$ cat config.mk
export PLATFORM = sky130hd
export DESIGN_NAME = rgb_fpga_scan_ctrl
export DESIGN_NICKNAME = d
export VERILOG_FILES = /design/src/rtl/rgb_fpga_pkg.sv /design/src/rtl/rgb_fpga_down_counter.sv /design/src/rtl/rgb_fpga_scan_ctrl.sv
export SDC_FILE = /design/constraint.sdc
export NUM_CORES = 1
export LEC_CHECK = 0
export CORE_UTILIZATION = 57
export CTS_BUF_LIST = sky130_fd_sc_hd__clkbuf_8
export CTS_CLUSTER_SIZE = 20
export DETAILED_ROUTE_END_ITERATION = 10
export PLACE_DENSITY = 0.77
export SKIP_LAST_GASP = 1
export SYNTH_ARGS = -nofsm -noshare
export SYNTH_HDL_FRONTEND = slang
export SYNTH_SLANG_ARGS = --single-unit
$ cat constraint.sdc
create_clock -name clk -period 3.3 [get_ports clk]
set_clock_uncertainty 0.2 [all_clocks]
set_input_delay 0.66 -clock clk [delete_from_list [all_inputs] [get_ports clk]]
set_output_delay 0.66 -clock clk [all_outputs]
set_load 0.01 [all_outputs]
$ cat src/rtl/rgb_fpga_pkg.sv
// Shared types and width helpers for the RGB panel scan controller.
// Latency: n/a (declarations only).
// Backpressure: n/a.
package rgb_fpga_pkg;

    typedef enum logic [1:0] {
        IDLE  = 2'd0,
        WAIT  = 2'd1,
        BLANK = 2'd2,
        LATCH = 2'd3
    } state_e;

    // On-timer must hold the longest slot, BASE_ON << (BITPLANES-1), without truncation.
    function automatic int on_timer_w(input int base_on, input int planes);
        return $clog2(base_on << (planes - 1)) + 1;
    endfunction

    function automatic int plane_w(input int planes);
        return (planes > 1) ? $clog2(planes) : 1;
    endfunction

endpackage

$ cat src/rtl/rgb_fpga_down_counter.sv
// Loadable saturating down-counter with a registered zero flag.
// Latency: zero_o reflects the count one cycle after clear/load/decrement.
// Backpressure: none; decrement is ignored once the count reaches zero.
// Ports: clk, rst_n; clr_i (highest priority), load_i/load_val_i, dec_i; zero_o.
module rgb_fpga_down_counter #(
    parameter int W = 4
) (
    input  logic         clk,
    input  logic         rst_n,
    input  logic         clr_i,
    input  logic         load_i,
    input  logic [W-1:0] load_val_i,
    input  logic         dec_i,
    output logic         zero_o
);

    logic [W-1:0] cnt_q, cnt_d;
    logic         zero_q;

    always_comb begin
        cnt_d = cnt_q;
        if (clr_i)                      cnt_d = '0;
        else if (load_i)                cnt_d = load_val_i;
        else if (dec_i && cnt_q != '0)  cnt_d = cnt_q - W'(1);
    end

    // The zero flag is computed from the next count so it is a true register
    // that lines up with cnt_q.
    always_ff @(posedge clk or negedge rst_n) begin
        if (!rst_n) begin
            cnt_q  <= '0;
            zero_q <= 1'b1;
        end else begin
            cnt_q  <= cnt_d;
            zero_q <= (cnt_d == '0);
        end
    end

    assign zero_o = zero_q;

endmodule

$ cat src/rtl/rgb_fpga_scan_ctrl.sv
// HUB75 row-scan / bit-plane (BCM) controller: requests line shifts, latches rows, drives oe_n.
// Latency: line_start one cycle after enable or after each latch; all outputs registered.
// Backpressure: each slot waits in WAIT until the shifter answers line_rdy and the on-time expires.
// Ports: enable/line_rdy/swap_req in; line_start + fetch_row/fetch_plane/buf_sel to the shifter;
//        matrix_addr/latch/oe_n to the panel; frame_rdy/swap_ack frame-boundary pulses.
module rgb_fpga_scan_ctrl
    import rgb_fpga_pkg::*;
#(
    parameter  int ROWS         = 16,
    parameter  int BITPLANES    = 8,
    parameter  int BASE_ON      = 4,
    parameter  int BLANK_CYCLES = 2,
    localparam int ADDR_W       = $clog2(ROWS),
    localparam int PLANE_W      = plane_w(BITPLANES)
) (
    input  logic               clk,
    input  logic               rst_n,
    input  logic               enable,
    input  logic               line_rdy,
    input  logic               swap_req,
    output logic               line_start,
    output logic [ADDR_W-1:0]  fetch_row,
    output logic [PLANE_W-1:0] fetch_plane,
    output logic               buf_sel,
    output logic [ADDR_W-1:0]  matrix_addr,
    output logic               latch,
    output logic               oe_n,
    output logic               frame_rdy,
    output logic               swap_ack
);

    localparam int ON_W = on_timer_w(BASE_ON, BITPLANES);
    localparam int BL_W = $clog2(BLANK_CYCLES + 1);

    state_e             state_q;
    logic [ADDR_W-1:0]  row_q, addr_q;
    logic [PLANE_W-1:0] plane_q;
    logic               buf_q, rdy_q;
    logic               line_start_q, latch_q, frame_rdy_q, swap_ack_q;
    logic               on_zero, bl_zero;

    // A line_rdy in the same cycle as the line_start pulse cannot belong to the
    // new request, so it is not accepted.
    logic rdy_eff, go_blank, last_row, last_plane;
    assign rdy_eff    = rdy_q | (line_rdy & ~line_start_q);
    assign go_blank   = (state_q == WAIT) && on_zero && rdy_eff;
    assign last_row   = (row_q == ADDR_W'(ROWS - 1));
    assign last_plane = (plane_q == PLANE_W'(BITPLANES - 1));

    // On-timer: loaded with the weight of the plane being latched; the timer is
    // already zero in BLANK/LATCH/IDLE, so its registered zero flag is oe_n.
    rgb_fpga_down_counter #(.W(ON_W)) u_on_timer (
        .clk        (clk),
        .rst_n      (rst_n),
        .clr_i      (!enable || state_q == IDLE),
        .load_i     (enable && state_q == LATCH),
        .load_val_i (ON_W'(BASE_ON) << plane_q),
        .dec_i      (state_q == WAIT),
        .zero_o     (on_zero)
    );

    // Blank counter: loaded with BLANK_CYCLES-1 so BLANK lasts BLANK_CYCLES cycles.
    rgb_fpga_down_counter #(.W(BL_W)) u_blank_cnt (
        .clk        (clk),
        .rst_n      (rst_n),
        .clr_i      (!enable),
        .load_i     (go_blank),
        .load_val_i (BL_W'(BLANK_CYCLES - 1)),
        .dec_i      (state_q == BLANK),
        .zero_o     (bl_zero)
    );

    always_ff @(posedge clk or negedge rst_n) begin
        if (!rst_n) begin
            state_q      <= IDLE;
            row_q        <= '0;
            plane_q      <= '0;
            buf_q        <= 1'b0;
            addr_q       <= '0;
            rdy_q        <= 1'b0;
            line_start_q <= 1'b0;
            latch_q      <= 1'b0;
            frame_rdy_q  <= 1'b0;
            swap_ack_q   <= 1'b0;
        end else if (!enable) begin
            // addr_q and buf_q deliberately keep their values across a stop.
            state_q      <= IDLE;
            row_q        <= '0;
            plane_q      <= '0;
            rdy_q        <= 1'b0;
            line_start_q <= 1'b0;
            latch_q      <= 1'b0;
            frame_rdy_q  <= 1'b0;
            swap_ack_q   <= 1'b0;
        end else begin
            line_start_q <= 1'b0;
            latch_q      <= 1'b0;
            frame_rdy_q  <= 1'b0;
            swap_ack_q   <= 1'b0;
            unique case (state_q)
                IDLE: begin
                    line_start_q <= 1'b1;
                    state_q      <= WAIT;
                end
                WAIT: begin
                    if (go_blank) begin
                        rdy_q   <= 1'b0;
                        state_q <= BLANK;
                    end else if (line_rdy && !line_start_q) begin
                        rdy_q <= 1'b1;
                    end
                end
                BLANK: begin
                    if (bl_zero) begin
                        state_q <= LATCH;
                        latch_q <= 1'b1;
                        addr_q  <= row_q;
                        // Frame-boundary pulses are set up here so they coincide with latch.
                        if (last_row && last_plane) begin
                            frame_rdy_q <= 1'b1;
                            if (swap_req) begin
                                buf_q      <= ~buf_q;
                                swap_ack_q <= 1'b1;
                            end
                        end
                    end
                end
                LATCH: begin
                    state_q      <= WAIT;
                    line_start_q <= 1'b1;
                    if (last_plane) begin
                        plane_q <= '0;
                        row_q   <= last_row ? '0 : row_q + ADDR_W'(1);
                    end else begin
                        plane_q <= plane_q + PLANE_W'(1);
                    end
                end
                default: state_q <= IDLE;
            endcase
        end
    end

    assign line_start  = line_start_q;
    assign fetch_row   = row_q;
    assign fetch_plane = plane_q;
    assign buf_sel     = buf_q;
    assign matrix_addr = addr_q;
    assign latch       = latch_q;
    assign oe_n        = on_zero;
    assign frame_rdy   = frame_rdy_q;
    assign swap_ack    = swap_ack_q;

endmodule

======== Word-level counts from Yosys, hierarchy flattened ========
Cells that the tools add are included.
storage, ports and cells
  bits of input ports ..................... 5
  output and inout bits ................... 17
  flip-flop bits (word level) ............. 33
  word-level logic and storage cells ...... 90
cells by class
  bitwise gates (word level) .............. 4
  reduce and logical (&&, ||, !) cells .... 21
  mux-type cells .......................... 35
  equality and inequality tests ........... 11
  add/sub/neg operators ................... 4
  shift-type cells ........................ 1
operators with widths
  cell                                                 number
  2-to-1 mux 10 bit                                    3
  2-to-1 mux 1 bit                                     18
  2-to-1 mux 4 bit                                     4
  2-to-1 mux 2 bit                                     6
  logical NOT 10 bit                                   1
  nonzero test 10 bit                                  1
  << shifter 3 x 3 -> 10 bit, first input constant     1
  subtractor 10 x 1 -> 10 bit, second input constant   1
  2-to-1 mux 3 bit                                     3
  logical AND 1 bit                                    7
  != test 2 x 1 -> 1 bit, second input constant        3
  != test 3 bit, second input constant                 2
  one-hot mux 2 bit (3 select lines)                   1
  AND reduction 2 bit                                  3
  AND reduction 5 bit                                  1
  adder 4 x 1 -> 4 bit, second input constant          1
  equality test 2 bit, second input constant           2
  equality test 4 bit, second input constant           1
  logical NOT 2 bit                                    2
  adder 3 x 1 -> 3 bit, second input constant          1
  equality test 3 bit, second input constant           1
  != test 3 x 1 -> 1 bit, second input constant        1
  AND reduction 3 bit                                  1
  equality test 2 x 1 -> 1 bit, second input constant  1
  8 further kinds                                      10

======== Depth between registers and ports, before layout ========
Gate-level depths: netlist of run 1.
  depth after elaboration ................. 7
  mapped depth ............................ 9
  mapped depth without buffers ............ 8

======== Hierarchy ========
A second synthesis of run 1 with hierarchy kept.
unflattened totals
  cell total of the unflattened synthesis .. 219
  area total of the unflattened synthesis .. 2118.3 µm²
modules (own cells, without submodules)
  module                                cells each  instances  area each (µm²)
  rgb_fpga_scan_ctrl                    105         1          1082.3
  rgb_fpga_down_counter at u_on_timer   96          1          834.6
  rgb_fpga_down_counter at u_blank_cnt  18          1          201.4

======== Worst setup path after synthesis of run 1 ========
No wires, ideal clock.
  kind .................................... flip-flop to flip-flop
  from .................................... register u_on_timer.cnt_q[0]
  to ...................................... register u_on_timer.zero_q (netlist: u_on_timer.zero_o)
  stages on the path, launching flop included .. 10
  arrival time ............................ 2.241 ns
  setup slack ............................. 0.769 ns
  path buffers ............................ 1
  cell sequence ........................... dfrtp_1 > inv_1 > ha_1 > or4b_1 > buf_2 > o311ai_2 > a221oi_2 > nor3_2 > or3b_1 > nor4_2
between the ends
  word-level cells in the longest chain between the ends .. 6
  elaborated cells between the ends (all ways) .. 7
  those cells by class .................... add/sub: 1; mux: 3; reduce/logical: 3
ends and longest elaborated chain
  what                                                                                 line                         source
  start, declared                                                                      rgb_fpga_down_counter.sv:17  logic [W-1:0] cnt_q, cnt_d;
  start signal, assigned                                                               rgb_fpga_down_counter.sv:34  cnt_q <= cnt_d;
  parallel branches: the longest is 2 deep, another holds subtractor 10 x 1 -> 10 bit  --
  2-to-1 mux 10 bit (*)                                                                rgb_fpga_down_counter.sv:24  else if (dec_i && cnt_q != '0) cnt_d = cnt_q - W'(1);
  2-to-1 mux 10 bit (*)                                                                rgb_fpga_down_counter.sv:23  else if (load_i) cnt_d = load_val_i;
  2-to-1 mux 10 bit (*)                                                                rgb_fpga_down_counter.sv:22  if (clr_i) cnt_d = '0;
  named net u_on_timer.cnt_d[3]                                                        rgb_fpga_down_counter.sv:17
  logical NOT 10 bit (*)                                                               rgb_fpga_down_counter.sv:35  zero_q <= (cnt_d == '0);
  end signal, assigned                                                                 rgb_fpga_down_counter.sv:35
  end, declared                                                                        rgb_fpga_down_counter.sv:18  logic zero_q;
Mark *: on every way through the listed nets, which the timed path passes.
A chain may end at the register's enable or synchronous reset.

======== Final worst setup path of run 1 ========
Same ends and word-level chain as after synthesis.

==> results.tsv, run 1 <==
metric	value	unit
criticalPathCategory	flip-flop to flip-flop	
cts.hold.buffers_added	0	
leakage	1.04	nW
netlist.area_leader.share	41.8	%
firstDrtPassIters	4	
peakVddDrop	0.000334	V
syn-instance-count	188	
grt_max_degree	34	
viasPerCell	5.89	
reg2reg_slack	0.35	ns
cts.path.max_buffers	2	
grt_overflow	0	
die_x	59.1	um
drcViolationCount	0	
max_slew_margin	54.3	%
wire_per_inst	15.4	um
final_nets	230	
end_kind	flip-flop	
maxCapViolCount	0	
fmax	338	MHz
powerDensity	597	nW/um2
ys.flop_type	dfrtp_1	
drive_gt1_share	8.02	%
hp-class	flip-flop to flip-flop	
critPathLaunchType	flip-flop	
ys_seq_area_share	44.6	%
port_buffers	21	
postCtsResizedCells	0	
track_usage	26.3	%
tns	0	ns
vias	1508	
die_h	59.1	um
place.gp.congestion	0.937	
num_rows	20	
rsz0062_at_grt	false	
synth_cell_type_count	48	
synthTopCellsByArea	dfrtp_1, ha_1, nand2_1, dfstp_2, inv_1	
synth-seq-cells	33	
grt_pass1_vias	1476	
cts.root.buffer_cell	clkbuf_8	
yosys_warnings	0	
clkSlewWorstSetupHoldPaths	0.06	ns
synth_edf_count	0	
antenna_found_initial	0	
syn_nets	207	
syn_area	1860	um2
cts.sinks	33	
dieArea	3490	um2
final_hold_viol_count	0	
synthArstFlopShare	100	%
pin_count	22	
drt_iter0_markers	150	
h-tree-depth	2	
dp_hpwl	2.84	mm
worst_ep_required_time	3.30	ns
min_period_over_period	89.5	%
core_area	3080	um2
diodes	0	
synth_area_leader_cell	dfrtp_1	
setup_viol	0	
start_util	60.3	%
cts_tree	built	
ant_nets	0	
post-route-min-period	2.95	ns
wl	3.94	mm
cp_max_fo	6	
status	finished clean	
grt_pass1_wl	6.64	mm
drv_slew	0	
cts_made_buffers	5	
tightest_slew	0.686	ns
cts_setup_buffers	0	
syn_to_final_growth	19.7	%
crit_arrival	2.95	ns
clk_latency	0.28	ns
synth_area_per_cell	9.87	um2
p_total	0.00132	W
==> critical path: stages (launching register included) <==
cell	delay, ns
dfrtp_1	0.39
inv_1	0.09
ha_1	0.25
or4b_1	0.63
o31ai_1	0.37
a221oi_1	0.17
nor3_2	0.15
or3b_1	0.38
nor4_2	0.23
==> flip-flops by register name, indices dropped and copies added, names as in the netlist, 2 cells and up <==
name               count
state_q                2
matrix_addr            4
fetch_row              4
fetch_plane            3
u_blank_cnt.cnt_q      2
u_on_timer.cnt_q      10
==> power by group <==
part	switching (W)	internal [W]	total [W]	leakage, nW
Combinational	0.000265	0.000183	0.000448	0.531
Sequential	0.0000407	0.000455	0.000496	0.449
Clock	0.000139	0.000243	0.000381	0.0626
==> path summary, 6_finish.rpt <==
kind                                                    start                            end  depth (start not counted)
worst max-delay path            u_on_timer.cnt_q[0]$_DFF_PN0_    u_on_timer.zero_o$_DFF_PN1_                          8
worst min-delay path                      buf_sel$_DFFE_PN0P_            buf_sel$_DFFE_PN0P_                          1
worst max register to register  u_on_timer.cnt_q[0]$_DFF_PN0_    u_on_timer.zero_o$_DFF_PN1_                          8
worst min register to register            buf_sel$_DFFE_PN0P_            buf_sel$_DFFE_PN0P_                          1
max in group asynchronous                               rst_n   u_blank_cnt.zero_o$_DFF_PN1_                          2
min in group asynchronous                               rst_n  u_on_timer.cnt_q[1]$_DFF_PN0_                          2
==> layout make-up <==
class / count / area [um2]
Clock inverter: 2 / 33.8
Clock buffer: 6 / 82.6
Multi-Input combinational cell: 136 / 951
Tap cell: 44 / 55.1
Sequential cell: 33 / 828
Inverter: 12 / 45.0
Timing Repair Buffer: 23 / 225
Fill cell: 239 / 857
==> cell usage after synthesis (all sizes together), types with 3 or more instances <==
library cell,count
mux2i,4
a21oi,7
nand3,5
a21boi,4
nand2b,3
clkbuf,3
and3,3
nand2,28
nor2,9
nor2b,5
buf,4
xnor2,3
ha,14
o31ai,4
inv,12
a221oi,6
or3,3
nor3,5
and2,5
dfrtp,31
==> routing by layer <==
metal / part of all wire, % / vias to the layer above / track usage, %
li1: - / 705 / -
met1: 42 / 730 / 32.7
met2: 50 / 62 / 42.2
met3: 5.3 / 11 / 6.77
met4: 2.2 / 0 / 13.9
met5: 0 / - / 0
==> cells by family (layout without fill, tap and decap cells) <==
kind of cell / count (synthesis) / after routing / synth area share, %
buffers and inverters: 19 / 43 / 4.11
muxes: 4 / 4 / 2.16
adders and majority gates: 14 / 14 / 9.44
AOI/OAI and AO/OA: 33 / 33 / 14.2
xor gates and xnor gates: 4 / 4 / 1.89
DFF: 33 / 33 / 44.6
and+or+nand+nor: 81 / 81 / 23.5
==> through the flow <==
stage | utilization, % | hold WS, ns | std cells | setup WS, ns | area [um2]
3_3_place_gp | 68.4 | 0.259 | 248 | 0.525 | 2100
4_1_cts | 72.2 | 0.283 | 256 | 0.360 | 2220
5_1_grt | 72.2 | 0.295 | 256 | 0.205 | 2220
3_5_place_dp | 68.4 | 0.262 | 248 | 0.401 | 2100
6_report | 72.2 | 0.278 | 256 | 0.345 | 2220
2_1_floorplan | - | 0.164 | 188 | 0.769 | 1860
==> layout by cell type, fill, tap and decap left out, types with 2 or more instances in the layout <==
cell	count
nor2_1	9
clkdlybuf4s50_1	21
nand3_1	5
o21ai_0	2
inv_1	13
nor3_1	4
o211a_1	2
dfrtp_1	31
xnor2_1	3
a21boi_0	4
a221oi_1	5
nand2b_1	3
nand4_1	2
buf_4	2
a21oi_1	7
mux2i_1	4
clkbuf_8	6
o31ai_1	3
o211ai_1	2
or3_1	3
nand2_1	28
nor3b_1	2
dfstp_2	2
and2_1	5
and3b_1	2
and3_1	3
ha_1	14
nor2b_1	5
Power figures use the tool's default switching activity.
==> run 2: changes to the inputs <==
Settings changed: CAP_MARGIN from default to 20, CTS_BUF_LIST sky130_fd_sc_hd__clkbuf_8 to sky130_fd_sc_hd__clkbuf_2, CTS_CLUSTER_DIAMETER from default to 120.
==> results.tsv, run 2 (synthesized netlist as in run 1, its figures left out) <==
metric	value	unit
status	finished clean	
powerDensity	552	nW/um2
post-route-min-period	2.97	ns
cts_tree	built	
tightest_slew	0.663	ns
drv_slew	0	
grt_pass1_wl	6.52	mm
crit_slowest_cell	or4b_1	
place.gp.congestion	0.937	
end_kind	flip-flop	
min_period_over_period	90.1	%
rsz0062_at_grt	false	
criticalPathCategory	flip-flop to flip-flop	
cp_max_fo	6	
grt_pass1_vias	1425	
drcViolationCount	0	
h-tree-depth	2	
critPathLaunchType	flip-flop	
post-place-ws	0.401	ns
hp-class	flip-flop to flip-flop	
p_total	0.00120	W
dieArea	3490	um2
dp_hpwl	2.84	mm
wl	3.89	mm
fillers	244	
clkSlewWorstSetupHoldPaths	0.17	ns
antenna_found_initial	0	
core_area	3080	um2
cts.sinks	33	
die_h	59.1	um
max_flop_register	u_on_timer.cnt_q	
worst_ep_required_time	3.40	ns
cts_made_buffers	5	
clk_latency	0.37	ns
firstDrtPassIters	4	
drive_gt1_share	8.02	%
critPathMaxStageDelay	0.63	ns
path_delay_family	simple AND/OR/NAND/NOR gates	
crit_arrival	3.07	ns
worstPathCellList	inv_1 -> ha_1 -> or4b_1 -> o31ai_1 -> a221oi_1 -> nor3_2 -> or3b_1 -> nor4_2	
syn_to_final_growth	16.9	%
largest_register_ffs	10	
pin_count	22	
leakage	1.02	nW
grt_overflow	0	
diodes	0	
start_util	60.3	%
viasPerCell	5.76	
num_rows	20	
wire_per_inst	15.2	um
setup_ws	0.328	ns
grt_max_degree	34	
maxCapViolCount	0	
cts.path.max_buffers	2	
max_slew_margin	55.8	%
final_hold_viol_count	0	
dpl.cell_count	248	
final_nets	230	
peakVddDrop	0.000290	V
tns	0	ns
mostFrequentLayoutCells	dfrtp_1, nand2_1, clkdlybuf4s50_1, ha_1, inv_1	
port_buffers	21	
layout_commonest_cell	dfrtp_1	
vias	1474	
fmax	337	MHz
cts_setup_buffers	0	
drt_iter0_markers	159	
postCtsResizedCells	0	
cts.root.buffer_cell	clkbuf_2	
instances_no_fill	256	
die_x	59.1	um
ant_nets	0	
track_usage	25.9	%
setup_viol	0	
crit_buf_inv	1	
cts.hold.buffers_added	0	
run 2: changes by cell type in the layout (fill, tap and decap cells not counted), sizes merged:
| cell | delta |
|---|---|
| inv | -1 |
| clkinv | +1 |
run 2: path summary, 6_finish.rpt:
check | startpoint | slack, ns | cells past startpoint | to
max | u_on_timer.cnt_q[0]$_DFF_PN0_ | 0.33 | 8 | u_on_timer.zero_o$_DFF_PN1_
min | buf_sel$_DFFE_PN0P_ | 0.29 | 1 | buf_sel$_DFFE_PN0P_
max reg2reg | u_on_timer.cnt_q[0]$_DFF_PN0_ | 0.33 | 8 | u_on_timer.zero_o$_DFF_PN1_
min reg2reg | buf_sel$_DFFE_PN0P_ | 0.29 | 1 | buf_sel$_DFFE_PN0P_
max in group asynchronous | rst_n | 2.12 | 2 | u_blank_cnt.zero_o$_DFF_PN1_
min in group asynchronous | rst_n | 0.46 | 2 | u_on_timer.cnt_q[1]$_DFF_PN0_
run 2: stage by stage:
step	instance area (um2)	util [%]	hold WS [ns]
after floorplan	1860	-	0.164
after global placement	2100	68.4	0.259
after detailed placement	2100	68.4	0.262
after CTS	2170	70.4	0.293
after global routing	2170	70.4	0.305
final	2170	70.4	0.289
run 2: layout make-up:
| type | instances | area [um2] | area share (%) |
|---|---|---|---|
| Tap cell | 44 | 55.1 | 2.54 |
| Multi-Input combinational cell | 136 | 951 | 43.9 |
| Clock buffer | 6 | 30.0 | 1.38 |
| Timing Repair Buffer | 23 | 225 | 10.4 |
| Sequential cell | 33 | 828 | 38.2 |
| Inverter | 12 | 45.0 | 2.08 |
| Clock inverter | 2 | 33.8 | 1.56 |
run 2: report_power, final:
| group | total, W | switching, W | internal, W |
|---|---|---|---|
| registers | 0.000495 | 0.0000407 | 0.000454 |
| clock network | 0.000258 | 0.000129 | 0.000129 |
| logic | 0.000444 | 0.000261 | 0.000183 |
run 2: routing by layer:
metal  GRT usage (%)  share of wire, %  wire, um  vias to the layer above
met1            33.2                42      1640                      707
met5               0                 0         0                        -
met3            5.90               5.3       206                        7
li1                -                 -         -                      705
met4            12.9               2.1        82                        0
met2            41.4                50      1960                       55
==> run 3: changes to the inputs <==
Settings changed: CTS_CLUSTER_SIZE 20 to default.
==> results of run 3 <==
The final DEF is identical to that of run 2; final timing and power are the same.
